File: config.mk
export PLATFORM = sky130hd
export DESIGN_NAME = fwd_scoreboard_unit
export DESIGN_NICKNAME = d
export VERILOG_FILES = /design/src/rtl/fwd_scoreboard_unit.sv
export SDC_FILE = /design/constraint.sdc
export NUM_CORES = 1
export LEC_CHECK = 0
export CORE_MARGIN = 5
export CORE_UTILIZATION = 40
export CTS_BUF_LIST = sky130_fd_sc_hd__clkbuf_8
export CTS_CLUSTER_DIAMETER = 40
export CTS_CLUSTER_SIZE = 25
export DETAILED_ROUTE_END_ITERATION = 8
export PLACE_DENSITY = 0.78
export SYNTH_ARGS = -nofsm -noshare
export SYNTH_HDL_FRONTEND = slang
export SYNTH_SLANG_ARGS = --single-unit
File: constraint.sdc
create_clock -name clk -period 2.65 [get_ports clk]
set_input_delay 0.265 -clock clk [delete_from_list [all_inputs] [get_ports clk]]
set_output_delay 0.265 -clock clk [all_outputs]
set_load 0.05 [all_outputs]
File: src/rtl/fwd_scoreboard_unit.sv
// Operand-forwarding and RAW-hazard unit for a LANES-wide in-order bundle.
// It forwards from EXE, a one-deep writeback history and returning loads, and tracks outstanding loads.
module fwd_scoreboard_unit #(
  parameter int LANES       = 2,
  parameter int DATA_W      = 40,
  parameter int ADDR_W      = 5,
  parameter int UNUSED_ADDR = 31
) (
  input  logic                      clk,
  input  logic                      rst,
  input  logic                      ext_stall,
  input  logic                      flush,
  input  logic [LANES-1:0]          dec_valid,
  input  logic [LANES*ADDR_W-1:0]   dec_addr_rm,
  input  logic [LANES*ADDR_W-1:0]   dec_addr_rn,
  input  logic [LANES-1:0]          dec_wr_en,
  input  logic [LANES*ADDR_W-1:0]   dec_addr_rd,
  input  logic [LANES*DATA_W-1:0]   dec_rm_in,
  input  logic [LANES*DATA_W-1:0]   dec_rn_in,
  input  logic [LANES-1:0]          exe_valid,
  input  logic [LANES-1:0]          exe_wr_en,
  input  logic [LANES-1:0]          exe_is_load,
  input  logic [LANES*ADDR_W-1:0]   exe_addr_rd,
  input  logic [LANES*DATA_W-1:0]   exe_data,
  input  logic                      ld_ret_valid,
  input  logic [ADDR_W-1:0]         ld_ret_addr,
  input  logic [DATA_W-1:0]         ld_ret_data,
  output logic [LANES-1:0]          stall,
  output logic [LANES*DATA_W-1:0]   rm_out,
  output logic [LANES*DATA_W-1:0]   rn_out,
  output logic [2**ADDR_W-1:0]      sb_pending,
  output logic                      sb_err
);
  localparam int NREG = 2**ADDR_W;
  localparam logic [ADDR_W-1:0] UNUSED = ADDR_W'(UNUSED_ADDR);

  logic [LANES-1:0]        hist_valid;
  logic [LANES*ADDR_W-1:0] hist_addr;
  logic [LANES*DATA_W-1:0] hist_data;
  logic [NREG-1:0]         sb;
  logic [NREG-1:0]         sb_nxt;
  logic [LANES-1:0]        raw;
  logic                    ld_fwd;

  assign ld_fwd     = ld_ret_valid && sb[ld_ret_addr];
  assign sb_pending = sb;

  // Sources are resolved lowest priority first so higher-priority hits overwrite val.
  always_comb begin : resolve
    logic [ADDR_W-1:0] addr;
    logic [DATA_W-1:0] val;
    logic              used;
    logic              hit_exe;
    logic              hit_hist;
    logic              ld_block;
    logic              pend;
    logic              intra;
    int                lane;
    raw    = '0;
    rm_out = dec_rm_in;
    rn_out = dec_rn_in;
    addr = '0; val = '0; used = 1'b0; hit_exe = 1'b0; hit_hist = 1'b0;
    ld_block = 1'b0; pend = 1'b0; intra = 1'b0; lane = 0;
    for (int s = 0; s < 2*LANES; s++) begin
      lane = s / 2;
      if (s % 2 == 0) begin
        addr = dec_addr_rm[lane*ADDR_W +: ADDR_W];
        val  = dec_rm_in[lane*DATA_W +: DATA_W];
      end else begin
        addr = dec_addr_rn[lane*ADDR_W +: ADDR_W];
        val  = dec_rn_in[lane*DATA_W +: DATA_W];
      end
      used     = (addr != UNUSED);
      hit_exe  = 1'b0;
      hit_hist = 1'b0;
      ld_block = 1'b0;
      intra    = 1'b0;
      for (int h = 0; h < LANES; h++) begin
        if (used && hist_valid[h] && hist_addr[h*ADDR_W +: ADDR_W] == addr) begin
          val      = hist_data[h*DATA_W +: DATA_W];
          hit_hist = 1'b1;
        end
      end
      if (used && ld_fwd && ld_ret_addr == addr) val = ld_ret_data;
      // The youngest matching EXE lane decides whether the source is blocked by a load.
      for (int e = 0; e < LANES; e++) begin
        if (used && exe_valid[e] && exe_wr_en[e] && exe_addr_rd[e*ADDR_W +: ADDR_W] == addr) begin
          hit_exe  = 1'b1;
          ld_block = exe_is_load[e];
          if (!exe_is_load[e]) val = exe_data[e*DATA_W +: DATA_W];
        end
      end
      pend = used && sb[addr] && !(ld_ret_valid && ld_ret_addr == addr) && !hit_exe && !hit_hist;
      for (int j = 0; j < LANES; j++) begin
        if (j < lane && used && dec_wr_en[j] && dec_addr_rd[j*ADDR_W +: ADDR_W] == addr) intra = 1'b1;
      end
      if (dec_valid[lane] && (ld_block || pend || intra)) raw[lane] = 1'b1;
      if (s % 2 == 0) rm_out[lane*DATA_W +: DATA_W] = val;
      else            rn_out[lane*DATA_W +: DATA_W] = val;
    end
    if (rst) begin
      rm_out = dec_rm_in;
      rn_out = dec_rn_in;
    end
  end

  // A stalled lane holds every younger lane behind it.
  always_comb begin : stall_chain
    logic acc;
    acc   = 1'b0;
    stall = '0;
    for (int k = 0; k < LANES; k++) begin
      acc      = acc | raw[k];
      stall[k] = acc && !rst;
    end
  end

  always_comb begin
    sb_nxt = sb;
    if (ld_ret_valid) sb_nxt[ld_ret_addr] = 1'b0;
    if (!ext_stall) begin
      for (int e = 0; e < LANES; e++) begin
        if (exe_valid[e] && exe_wr_en[e] && exe_is_load[e] && exe_addr_rd[e*ADDR_W +: ADDR_W] != UNUSED)
          sb_nxt[exe_addr_rd[e*ADDR_W +: ADDR_W]] = 1'b1;
      end
    end
  end

  always_ff @(posedge clk) begin
    if (rst) begin
      hist_valid <= '0;
      hist_addr  <= '0;
      hist_data  <= '0;
      sb         <= '0;
      sb_err     <= 1'b0;
    end else begin
      sb <= sb_nxt;
      if (ld_ret_valid && !sb[ld_ret_addr]) sb_err <= 1'b1;
      if (!ext_stall) begin
        hist_valid <= flush ? '0 : (exe_valid & exe_wr_en & ~exe_is_load);
        hist_addr  <= exe_addr_rd;
        hist_data  <= exe_data;
      end
    end
  end
endmodule
-- Yosys cells after proc, flatten, opt, wreduce, memory -nomap -nowiden
Index checks and enable logic that the tools add are counted.
Widths: inputs -> output; s select.
- memories kept: 0
- input port bits: 340
- memory bits (writable): 0
- flip-flop bits (word level): 125
- output and inout port bits: 195
- logic and storage cells: 242
- bits in read-only memories: 0
- latch bits: 0
- add/sub/neg operators: 0
- multiplexer cells: 82
- $lt $le $gt $ge: 10
- reductions and logical operators: 109
- equality and inequality tests: 28
- bitwise operators: 8
- divide/modulo/power cells: 0
- shift-type cells: 0
- $mul: 0
- operators with widths (kind ; count):
    $mux 40 ; 28
    $mux 32 ; 5
    $mux 80 ; 2
    $eq 5x5->1 ; 22
    $logic_and 1x1->1 ; 89
    $or 32x32->32 ; 2
    $lt 5x6->1 const B ; 7
    $mux 1 ; 38
    $and 32x32->32 ; 1
    $not 32->32 ; 1
    $ne 5x5->1 const B ; 6
    $bmux 1 s5 ; 5
    $demux 1 s5 ; 3
    $ge 5x1->1 const B ; 3
    $logic_not 1->1 ; 14
    $logic_or 1x1->1 ; 6
    $and 2x2->2 ; 2
    $mux 2 ; 1
    $not 2->2 ; 1
    $or 1x1->1 ; 1

-- Depth between registers and ports, before layout
- depth after elaboration: 16
- mapped depth: 11
- gate-level depth less buffers: 7

-- Least setup slack after synthesis
No wires, ideal clock.
- path kind: reg2out
- from: reg sb[17] (netlist: sb_pending[17])
- to: out stall[1]
- cell stages (with the launch flop): 8
- path buffers: 0
- arrival time: 2.866 ns
- data required time: 2.385 ns
- setup slack: -0.481 ns
- path through: dfxtp_1 mux4_2 nor2b_1 a2111oi_0 nor4_1 and3_1 a211o_1 nand4b_1
- cells in the longest elaborated chain, start to end: 13
- elaborated cells between the ends (all ways): 40
- classes of those cells: mux (12); bitwise (1); reduce/logical (27)
- ends and longest elaborated chain (element ; line ; text):
    start, declared ; 40 ; logic [NREG-1:0] sb;
    start signal, assigned ; 137 ; sb <= sb_nxt;
    $bmux 1 s5 ; 93 ; pend = used && sb[addr] && !(ld_ret_valid && ld_ret_addr == addr) && !hit_exe && !hit_hist;
    $mux 1 (not written as such) ; 93 ;
    $logic_and 1x1->1 (4 in a row) ; 93 ;
    $logic_or 1x1->1 (2 in a row) ; 97 ; if (dec_valid[lane] && (ld_block || pend || intra)) raw[lane] = 1'b1;
    $logic_and 1x1->1 ; 97 ;
    $mux 1 (2 in a row) ; 97 ;
    $or 1x1->1 * ; 113 ; acc = acc | raw[k];
    $logic_and 1x1->1 * ; 114 ; stall[k] = acc && !rst;
    end, declared ; 28 ; output logic [LANES-1:0] stall,
Mark *: on every way between the ends. The rest lies on a longest branch, timed or not. The select of a mux whose other input is x is not followed.

-- Final worst setup path
- from: in ld_ret_addr[4]
- to: out rm_out[46]
- cells in the longest elaborated chain, start to end: 11
- elaborated cells between the ends (all ways): 12
- classes of those cells: eq/ne (1); mux (8); reduce/logical (3)
- ends and longest elaborated chain (element ; line ; text):
    start, declared ; 26 ; input logic [ADDR_W-1:0] ld_ret_addr,
    $bmux 1 s5 ; 45 ; assign ld_fwd = ld_ret_valid && sb[ld_ret_addr];
    $mux 1 (not written as such) ; 45 ;
    $logic_and 1x1->1 ; 45 ;
    $logic_and 1x1->1 ; 84 ; if (used && ld_fwd && ld_ret_addr == addr) val = ld_ret_data;
    $logic_and 1x1->1 * ; 84 ;
    $mux 40 * ; 84 ;
    $mux 40 ; 90 ; if (!exe_is_load[e]) val = exe_data[e*DATA_W +: DATA_W];
    $mux 40 * ; 87 ; if (used && exe_valid[e] && exe_wr_en[e] && exe_addr_rd[e*ADDR_W +: ADDR_W] == addr) begin
    $mux 40 ; 90 ;
    $mux 40 * ; 87 ;
    $mux 80 * ; 101 ; if (rst) begin
    end, declared ; 29 ; output logic [LANES*DATA_W-1:0] rm_out,
Marked as above.

==> run metrics <==
run status finished, violations left; violated checks setup timing; drc violations 0; worst r2r src sb_pending[0]; peak supply drop 304 µV; total power 8880 µW; P&R area growth vs syn 83.4%; Setup-failing EPs final approximately 160; Period minus WS final about 3.3 ns; Int Pwr approximately 5000 µW; worst-margin pin slew a little over 0.8 ns; gpl congestion between 1 and 1.5; Worst path max stage delay approximately 0.49 ns; Layout Nets approximately 3,300; Setup crit end rm_out[46]; global-route track usage on met1 0.516; final worst-path cycle share 1.24; Post-synth EDFFs 0; Pwr Density a little under 300 nW/µm²; row count 74; Data arrival, critical path roughly 3 ns; synth unique cells 66; Async S/R FF share, synth 0; clock tree buffer depth 2; worst hold path class input port to flop; cts hold-fix bufs 0; met3 Track Usage GR 0.134; CP cell instances clkdlybuf4s50_1, xor2_1, nor4_1, and3_1, nor2b_1, buf_4, nor3b_4, buf_8, a211o_1, a22o_1, buf_6; Root Buffer clkbuf_8; Routed WL between 100 and 150 mm; via count approximately 24,000; die footprint ~46,000 µm²; Worst Setup SP ld_ret_addr[4]; Initial Util 0.405; Routed WL per cell 29.5 µm; max-slew violation count 0; PortBufs approximately 530; crit-path max FO 14; die width 214 µm; hpwl dp about 74 mm; Clock power frac 0.199; Final Hold Viols 0; Critical Path End Type output pin; first-pass GRT wire length roughly 150 mm; Net Sw Power about 3800 µW; CTS tree done; f_max roughly 300 MHz; number of clock sinks roughly 130; CP max stage cell clkdlybuf4s50_1; Yosys warnings 0; die height about 210 µm; Top FF cell, synth dfxtp_1; dpl ws -0.818 ns; Comb power frac 0.564; global route hottest layer met2; DRT antenna net count 0; part of the power in registers 0.237; clock latency on the worst-skew pair roughly 0.51 ns; critical path class input port to output pin; drt pass-1 iters 7; Switching Share 0.426; mapped cell area ~17,000 µm²; R2R cell count 7; GRT overflow 0; Ports between 500 and 600; clock slew at reported path FFs 0.10 ns; share of layout cells above drive strength 1 0.321; Iteration-0 DRC Markers 3,165; RR Endpoint sb_err; register area share after synthesis 0.151; Total GRT Usage 0.429; GR Util met2 0.666; Setup WS post-layout -0.630 ns; #FFs+latches synth around 130; Lkg Pwr ~0.011 µW; initial antenna violation count 11; syn avg cell area a little over 7 µm²; Synth Instances 2,295; number of global-route vias before repair 23,600; CP startpoint kind input port; WP data required approximately 2.4 ns; Net Count, Synth ~2,600; H-Tree Depth 4; Layout Utilization 0.743; Core Footprint roughly 41,000 µm²; reg2reg setup slack 1.10 ns; relative max-transition margin 0.454; max_cap viols 0; RSZ-0062 raised after global routing yes; vias per inst 6.77; TritonCTS buffer count 17; largest net degree at the start of global routing between 100 and 150; post-route clock skew around 0.026 ns
==> worst max-delay path: cells and delay by family <==
family                 cells  cell delay, ns
AO/OA/AOI/OAI              2            0.35
XOR/XNOR                   1            0.20
buffers and inverters      4            1.08
AND/OR/NAND/NOR            4            1.11
==> cell usage after synthesis, types with 9 or more instances <==
cell | number | share of area
o211ai_1 | 46 | 0.021
nand2b_1 | 55 | 0.021
nor4_1 | 13 | 0.0049
dfxtp_1 | 125 | 0.15
mux2i_1 | 235 | 0.14
a31oi_1 | 41 | 0.015
mux4_2 | 29 | 0.039
a221o_1 | 80 | 0.048
o21a_1 | 40 | 0.018
nand3_1 | 61 | 0.018
a21oi_1 | 218 | 0.066
xor2_1 | 51 | 0.027
xnor2_1 | 59 | 0.031
buf_6 | 10 | 0.0068
nor2_1 | 187 | 0.042
buf_1 | 13 | 0.0029
o22ai_1 | 154 | 0.058
clkbuf_1 | 162 | 0.037
o21ai_1 | 35 | 0.011
nand2_1 | 228 | 0.052
a22o_1 | 53 | 0.028
a22oi_1 | 28 | 0.013
a211o_1 | 14 | 0.0074
nor2b_1 | 90 | 0.034
and3_1 | 9 | 0.0034
buf_2 | 64 | 0.019
nand4_1 | 15 | 0.0057
o21ai_0 | 74 | 0.022
==> placed cells by master (no fill, tap or decap), types with 10 or more instances in the layout <==
cell type and n:
buf_12 186, nand2b_1 55, buf_6 63, o21a_1 40, o21ai_0 71, a221o_1 80
a31oi_4 40, a22oi_2 20, o211ai_1 46, xnor2_1 54, nand2_1 225, a21oi_4 21
o21ai_1 10, o21ai_4 21, clkbuf_8 17, a22o_1 50, dlygate4sd2_1 21, buf_4 262
nand3_1 58, buf_16 14, mux2i_1 233, nor4_1 11, mux4_2 29, nand4_1 15
a211o_1 13, clkdlybuf4s50_1 331, nor2b_1 90, o22ai_1 71, a21oi_1 151, dfxtp_1 102
nor2_1 187, o22ai_4 80, a21oi_2 46, buf_8 22, xor2_1 51, dfxtp_2 16
==> how the worst min path moves through the flow <==
stage	end	depth (start not counted)	from	slack, ns
6_report	hist_addr[9]	2	rst	0.08
5_1_grt	hist_addr[9]	2	rst	0.06
4_1_cts	hist_addr[9]	2	rst	0.06
3_5_place_dp	sb_pending[2]	2	sb_pending[2]	0.53
3_3_place_gp	sb_pending[2]	2	sb_pending[2]	0.53
2_1_floorplan	hist_data[0]	2	exe_data[0]	0.41
==> per-stage QoR <==
stage	hold WS [ns]	TNS, ns	cell area, µm²	cells
floorplan	0.409	-0.196	18600	2295
global placement	0.529	-113.74	27700	3418
detailed placement	0.526	-115.01	27700	3418
CTS	0.0573	-86.81	30000	3516
global route	0.0567	-91.17	30400	3532
finish	0.0823	-83.92	30400	3533
==> what timing repair did <==
action / CTS / global route
resized for setup: 309 / 74
pin swaps: 86 / 56
setup endpoints to repair: 162 / 162
buffers inserted: 52 / 10
gates cloned: 18 / 5
endpoints found under the hold margin: 0 / 0
==> power by group through the flow <==
stage | registers (µW) | clock network (µW) | logic [µW]
6_report | 2110 | 1770 | 5000
5_1_grt | 2110 | 1860 | 5160
4_1_cts | 2090 | 1780 | 4880
3_5_place_dp | 2140 | 0 | 4560
3_3_place_gp | 2140 | 0 | 4510
2_1_floorplan | 2090 | 0 | 2450
==> layer usage <==
layer / wire [µm] / part of all wire
met5: 39 / 0.00037
met4: 8510 / 0.082
met3: 13300 / 0.13
met2: 46100 / 0.44
met1: 36400 / 0.35
==> area by class of cell <==
cell class | instances | area [µm²]
inverter | 4 | 15.0
timing repair buffer | 921 | 11000
multi-input combinational | 1911 | 15800
tap | 532 | 666
clock buffer | 17 | 234
sequential | 125 | 2550
clock inverter | 15 | 149
fill | 2986 | 10500
antenna | 8 | 20.0
==> state kept, by name, summed over array words and instances (netlist names) <==
| signal | count |
|---|---|
| sb_pending | 32 |
| hist_addr | 10 |
| sb_err | 1 |
| hist_valid | 2 |
| hist_data | 80 |
==> logic make-up after synthesis <==
group | synth area share
buffers and inverters | 0.0694
DFF | 0.151
and+or+nand+nor | 0.218
AOI/OAI and AO/OA | 0.322
xor gates and xnor gates | 0.0581
muxes | 0.182
Note: power is estimated with default switching activity, not from simulation.
